$ cat src/rtl/hack_arb_pkg.sv
// Shared constants and types for the 8-requester round-robin arbiter family.
package hack_arb_pkg;
    localparam int unsigned N_REQ  = 8;
    localparam int unsigned DW     = 16;
    localparam int unsigned SEL_W  = 3;
    localparam int unsigned HOLD_W = 4;

    typedef logic [SEL_W-1:0] sel_t;
    typedef logic [DW-1:0]    word_t;

    typedef enum logic {
        EMPTY = 1'b0,
        FULL  = 1'b1
    } state_t;
endpackage

$ cat src/rtl/rr_pick8.sv
// Rotating priority encoder: first set bit of req searching start, start+1, ... mod 8.
module rr_pick8
    import hack_arb_pkg::*;
(
    input  logic [N_REQ-1:0] req,
    input  sel_t             start,
    output logic             any,
    output sel_t             idx,
    output logic [N_REQ-1:0] onehot
);

    sel_t cand;

    always_comb begin
        any    = 1'b0;
        idx    = '0;
        onehot = '0;
        cand   = '0;
        for (int unsigned k = 0; k < N_REQ; k++) begin
            cand = start + sel_t'(k);
            if (!any && req[cand]) begin
                any = 1'b1;
                idx = cand;
            end
        end
        onehot[idx] = any;
    end

endmodule

$ cat src/rtl/arb8way16_rr.sv
// 8-way round-robin arbiter feeding a single-entry 16-bit output register.
// Optional winner hold for up to MAX_HOLD beats when ARB_HOLD_EN is defined.
module arb8way16_rr
    import hack_arb_pkg::*;
#(
    parameter int unsigned MAX_HOLD = 4
) (
    input  logic             clk,
    input  logic             rst_n,
    input  logic [N_REQ-1:0] req_valid,
    output logic [N_REQ-1:0] req_ready,
    input  word_t            d0,
    input  word_t            d1,
    input  word_t            d2,
    input  word_t            d3,
    input  word_t            d4,
    input  word_t            d5,
    input  word_t            d6,
    input  word_t            d7,
    output logic             out_valid,
    output word_t            out_data,
    output sel_t             out_src,
    input  logic             out_ready
);

    if (MAX_HOLD < 1 || MAX_HOLD > 15) begin : g_bad_max_hold
        $error("MAX_HOLD must be in 1..15");
    end

    state_t           state;
    state_t           state_nxt;
    sel_t             last_grant;
    sel_t             start;
    logic             any_valid;
    sel_t             win_idx;
    logic [N_REQ-1:0] win_oh;
    logic             load;
    logic             accept;
    word_t            win_data;

`ifdef ARB_HOLD_EN
    logic [HOLD_W-1:0] hold_cnt;
    logic              hold_on;

    // Starting the search at last_grant itself keeps the current winner on top.
    assign hold_on = req_valid[last_grant] && (hold_cnt != '0) &&
                     (hold_cnt < HOLD_W'(MAX_HOLD));
    assign start   = hold_on ? last_grant : last_grant + 1'b1;

    always_ff @(posedge clk or negedge rst_n) begin
        if (!rst_n) begin
            hold_cnt <= '0;
        end else if (accept) begin
            if (win_idx == last_grant && hold_cnt != '0) begin
                if (hold_cnt != '1)
                    hold_cnt <= hold_cnt + 1'b1;
            end else begin
                hold_cnt <= HOLD_W'(1);
            end
        end
    end
`else
    assign start = last_grant + 1'b1;
`endif

    rr_pick8 u_pick (
        .req    (req_valid),
        .start  (start),
        .any    (any_valid),
        .idx    (win_idx),
        .onehot (win_oh)
    );

    assign load      = !out_valid || out_ready;
    assign accept    = load && any_valid;
    assign req_ready = win_oh & {N_REQ{accept && rst_n}};

    always_comb begin
        win_data = '0;
        case (win_idx)
            3'd0:    win_data = d0;
            3'd1:    win_data = d1;
            3'd2:    win_data = d2;
            3'd3:    win_data = d3;
            3'd4:    win_data = d4;
            3'd5:    win_data = d5;
            3'd6:    win_data = d6;
            default: win_data = d7;
        endcase
    end

    always_ff @(posedge clk or negedge rst_n) begin
        if (!rst_n)
            state <= EMPTY;
        else
            state <= state_nxt;
    end

    always_comb begin
        state_nxt = state;
        case (state)
            EMPTY: if (accept) state_nxt = FULL;
            FULL:  if (!accept && out_ready) state_nxt = EMPTY;
            default: state_nxt = EMPTY;
        endcase
    end

    always_comb begin
        out_valid = (state == FULL);
    end

    always_ff @(posedge clk or negedge rst_n) begin
        if (!rst_n) begin
            out_data   <= '0;
            out_src    <= '0;
            last_grant <= sel_t'(N_REQ - 1);
        end else if (accept) begin
            out_data   <= win_data;
            out_src    <= win_idx;
            last_grant <= win_idx;
        end
    end

endmodule

$ cat config.mk
export PLATFORM = sky130hd
export DESIGN_NAME = arb8way16_rr
export DESIGN_NICKNAME = d
export VERILOG_FILES = /design/src/rtl/hack_arb_pkg.sv /design/src/rtl/rr_pick8.sv /design/src/rtl/arb8way16_rr.sv
export SDC_FILE = /design/constraint.sdc
export NUM_CORES = 1
export LEC_CHECK = 0
export CORE_MARGIN = 5
export CORE_UTILIZATION = 42
export CTS_BUF_LIST = sky130_fd_sc_hd__clkbuf_8
export DETAILED_ROUTE_END_ITERATION = 10
export GPL_TIMING_DRIVEN = 0
export PLACE_DENSITY = 0.9
export SLEW_MARGIN = 40
export SYNTH_ARGS = -nofsm -noshare
export SYNTH_HDL_FRONTEND = slang
export SYNTH_SLANG_ARGS = --single-unit
$ cat constraint.sdc
create_clock -name clk -period 7 [get_ports clk]
set_input_delay 1.75 -clock clk [delete_from_list [all_inputs] [get_ports clk]]
set_output_delay 1.75 -clock clk [all_outputs]
set_load 0.1 [all_outputs]
### Word-level counts from Yosys, hierarchy flattened

Index checks and enable logic that the tools add are counted.

* reduce and logical (&&, ||, !) cells: 22
* $add $sub $neg: 8
* muxes and demuxes: 38
* order comparisons: 10
* equality and inequality tests: 6
* bitwise logic cells: 3

Operators by type and width (number)
* $pmux 16 s7: 1
* $lt 3x4->1 const B: 9
* $bmux 1 s3: 8
* $mux 3: 8
* $mux 1: 19
* $and 8x8->8: 2
* $add 3x3->3 const B: 4
* $logic_and 1x1->1: 11
* $eq 3x3->1 const B: 3
* $logic_not 1->1: 9
* $add 3x1->3 const B: 2
* $add 3x2->3 const B: 2
* $eq 3x2->1 const B: 2
* $demux 1 s3: 1
* $eq 3x1->1 const B: 1
* $ge 3x1->1 const B: 1
* $logic_not 3->1: 1
* $pmux 1 s2: 1
* $logic_or 1x1->1: 1
* $not 1->1: 1

* flip-flop bits (word level): 23
* output and inout port bits: 28
* bits of input ports: 139
* logic and storage cells: 91

### Longest topological paths before layout

* depth after elaboration: 31
* gate-level depth with buffers: 21

### By module

A second synthesis with hierarchy kept.

* cell total of the unflattened synthesis: 378
* area total of the unflattened synthesis: 3231.8 um^2

Modules (own cells, without submodules)
* arb8way16_rr: area an instance 2050.7 um^2, times used 1, cells each 242, seq. area each 579.3 um^2
* rr_pick8: area an instance 1181.1 um^2, times used 1, cells each 136, seq. area each 0.0 um^2

### Least setup slack after synthesis

OpenSTA, ideal clock, no wires.

* path kind: input to output
* start: in req_valid[4]
* end: out req_ready[3]
* data arrival time: 6091 ps
* setup slack: -841 ps
* stages: 12
* required time: 5250 ps
* cell sequence: clkbuf_1 > mux2i_1 > mux4_2 > a22oi_4 > nand2b_1 > a221o_1 > and3_1 > buf_6 > buf_6 > clkbuf_1 > nand3_1 > nor3_1

* longest elaborated chain between the ends: 30

Ends and longest elaborated chain
* start, declared: line arb8way16_rr.sv:10 `input logic [N_REQ-1:0] req_valid,`
* $bmux 1 s3: line rr_pick8.sv:21 `if (!any && req[cand]) begin`
* $mux 1 (implied by the code): line rr_pick8.sv:21
* $mux 1: line rr_pick8.sv:21
* $logic_not 1->1: line rr_pick8.sv:21
* $logic_and 1x1->1: line rr_pick8.sv:21
* $mux 1: line rr_pick8.sv:21
* $logic_not 1->1: line rr_pick8.sv:21
* $logic_and 1x1->1: line rr_pick8.sv:21
* [... 14 more ...]
* $logic_and 1x1->1: line rr_pick8.sv:21
* $mux 3: line rr_pick8.sv:21
* $lt 3x4->1 (implied by the code) or $ge 3x1->1 (tied branches): line rr_pick8.sv:26 `onehot[idx] = any;`
* $logic_and 1x1->1 (implied by the code): line rr_pick8.sv:26
* $mux 1 (implied by the code): line rr_pick8.sv:26
* $demux 1 s3
* $and 8x8->8 (no source line)
* $and 8x8->8 *: line arb8way16_rr.sv:76 `assign req_ready = win_oh & {N_REQ{accept && rst_n}};`
* end, declared: line arb8way16_rr.sv:11 `output logic [N_REQ-1:0] req_ready,`

Every way passes the cells marked *; elsewhere a longest branch is shown, timed or not. The select of a mux whose other input is x is not followed.

### Worst setup path after layout

* start: in req_valid[5]
* end: out req_ready[6]

Same word-level chain as after synthesis.

==> flow_summary.json <==
{
  "avgSynthCellArea_um2": 8.17,
  "crit_start": "req_valid[5]",
  "grt_pass1_wl_um": 22400,
  "nets": 704,
  "vias_per_cell": 6.25,
  "synth_fp_nets": 533,
  "grt_max_degree": 27,
  "yosys_warnings": 0,
  "synth.top_cell.area_share_pct": 15.6,
  "drc": 0,
  "fin_worst_skew_ns": 0.00477,
  "synth_edf_count": 0,
  "cp_slowest_stage_delay_ns": 0.62,
  "path_buf_inv": 4,
  "rows": 31,
  "die_y_um": 97.3,
  "cts-root-buf": "clkbuf_8",
  "core_um2": 7330,
  "drtIter0Drc": 344,
  "worst_pin_slew_ns": 0.625,
  "num_io_pins": 167,
  "clkTransAtPathRegs_ns": 0.09,
  "num_vias": 4133,
  "slew_violations": 0,
  "overflow": 0,
  "ys_top_cells_by_area": "dfrtp_1, mux2i_1, mux4_2",
  "dp_hpwl_um": 11700,
  "end_kind": "output port",
  "htreeDepth": 1,
  "hold_start": "out_src[1]$_DFFE_PN0P_",
  "routed_wl_um": 14600,
  "ys.flop_type": "dfrtp_1",
  "ys_seq_elements": 23,
  "fmax_ghz": 0.144,
  "synth_cells": 392,
  "cts_buffers": 3,
  "period_share_pct": 98.9,
  "wl_per_cell_um": 22.0,
  "cp.arrival_ns": 5.17,
  "gp_congestion": 0.948,
  "synthToLayoutAreaGrowth_pct": 58.7,
  "ys_types": 70,
  "yosys.area.top_type": "dfrtp_1",
  "start_util_pct": 43.7,
  "worstHoldPathType": "reg -> reg",
  "ys_seq_area_share_pct": 18.1,
  "die_x_um": 97.3,
  "cp_max_fo": 19,
  "r2r-start": "last_grant[0]$_DFFE_PN1P_",
  "drtPass1Iterations": 6,
  "max_slew_margin_pct": 58.1,
  "maxCapViolCount": 0,
  "cpMaxStageDelayCell": "mux4_2",
  "grt_util_all_layers_pct": 29.3,
  "grt.met3_usage_pct": 6.96,
  "use_met1_pct": 38.8,
  "hold_violations": 0,
  "multi_input_area_um2": 2510,
  "nFillCells": 571,
  "synth-async-reset-ratio_pct": 100,
  "drive_above_1_share_pct": 20.1,
  "first_global_vias": 4032,
  "dieArea_um2": 9470,
  "ant_nets": 0,
  "min_period_ns": 6.92,
  "gr-max-usage-layer": "met2",
  "grt_use_met2_pct": 47.5,
  "synth_area_um2": 3200,
  "antenna_found_initial": 0,
  "cp_top_family": "buffers and inverters",
  "status": "complete, no violations",
  "diodes": 0,
  "setup-violations-final": 0,
  "clock_latency_ns": 0.27,
  "crit_chain": "clkdlybuf4s50_1 > mux4_2 > mux2i_2 > a32oi_1 > nor2_1 > a311oi_1 > a31oi_2 > buf_4 > buf_6 > nand2_1 > nor2_2 > buf_4",
  "port_buffers": 164,
  "stdcell_count": 661,
  "cts_tree": "built",
  "required_ns": 5.25,
  "synth_top_cells_by_count": "nor2_1, nand2_1, mux2i_1",
  "cts_sinks": 23,
  "yosysMostFrequentCell": "nor2_1",
  "cp-start-kind": "input port",
  "crit_type": "in -> out",
  "path_common_cell": "buf_4",
  "seqCellArea_um2": 579,
  "post-place-cells": 655,
  "clk_path_buf_depth": 2
}
==> layer usage <==
layer | vias to the layer above | wire [µm]
met5 | - | 0
met4 | 0 | 495
met3 | 38 | 1480
met2 | 273 | 6990
met1 | 1951 | 5610
li1 | 1871 | -
==> stage by stage <==
stage	hold slack (ns)	worst slack (ns)	TNS [ns]	util, %	cell area [µm²]
finish	0.514	0.0784	0	69.3	5080
global route	0.540	-0.0805	-0.120	69.3	5080
CTS	0.516	-0.0290	-0.0290	67.3	4940
detailed placement	0.496	-0.447	-2.77	66.1	4850
global placement	0.489	-1.12	-8.14	68.0	4980
floorplan	0.533	-0.749	-1.52	-	3220
==> sequential cells by signal (all words and copies together), names as in the netlist <==
register    flops
out_src         3
last_grant      3
out_data       16
out_valid       1
==> timing repair <==
action / CTS / global route
pin swaps: 0 / 1
resized for setup: 15 / 30
cloned: 0 / 0
hold buffers: 0 / 0
buffers inserted: 2 / 4
setup endpoints to repair: 8 / 8
endpoints found under the hold margin: 0 / 0
==> placed cells by master (no fill, tap or decap), types with 7 or more instances in the layout <==
cell type / Yosys / routed
a21oi_1: 22 / 22
a221oi_1: 8 / 8
a31oi_1: 14 / 14
and3_1: 7 / 7
buf_2: 12 / 29
buf_4: 2 / 10
buf_6: 6 / 13
clkbuf_1: 12 / 9
clkdlybuf4s50_1: 0 / 130
dfrtp_1: 20 / 20
mux2_2: 9 / 9
mux2i_1: 40 / 33
mux4_2: 11 / 11
nand2_1: 41 / 41
nor2_1: 42 / 39
nor3_1: 16 / 12
o21ai_0: 12 / 12
o22ai_1: 17 / 17
==> final timing paths <==
kind	slack, ns	endpoint	depth (start not counted)
hold reg to reg	0.51	out_src[1]$_DFFE_PN0P_	1
min in group asynchronous	1.48	out_data[5]$_DFFE_PN0P_	1
setup / recovery	0.08	req_ready[6]	12
max in group asynchronous	5.12	out_data[1]$_DFFE_PN0P_	1
hold / removal	0.51	out_src[1]$_DFFE_PN0P_	1
setup reg to reg	2.10	out_data[5]$_DFFE_PN0P_	19
==> final cells by class <==
cell class | count | share of cell area [%]
sequential | 23 | 11.4
inverter | 2 | 0.148
clock buffer | 3 | 0.813
clock inverter | 1 | 0.0985
buffer | 31 | 4.24
tap | 99 | 2.44
multi-input combinational | 332 | 49.4
timing repair buffer | 170 | 31.4
==> logic make-up after synthesis <==
family                   synth area share [%]
AND/OR/NAND/NOR                          21.9
AO/OA/AOI/OAI                            27.2
multiplexers                             24.2
buffers and inverters                    6.96
flip-flops                               18.1
XOR/XNOR                                0.821
adder cells (fa/ha/maj)                 0.781
Power is left out: the tool's default activity adds up to more than one toggle a clock period on the data nets, which glitch-free logic cannot reach.
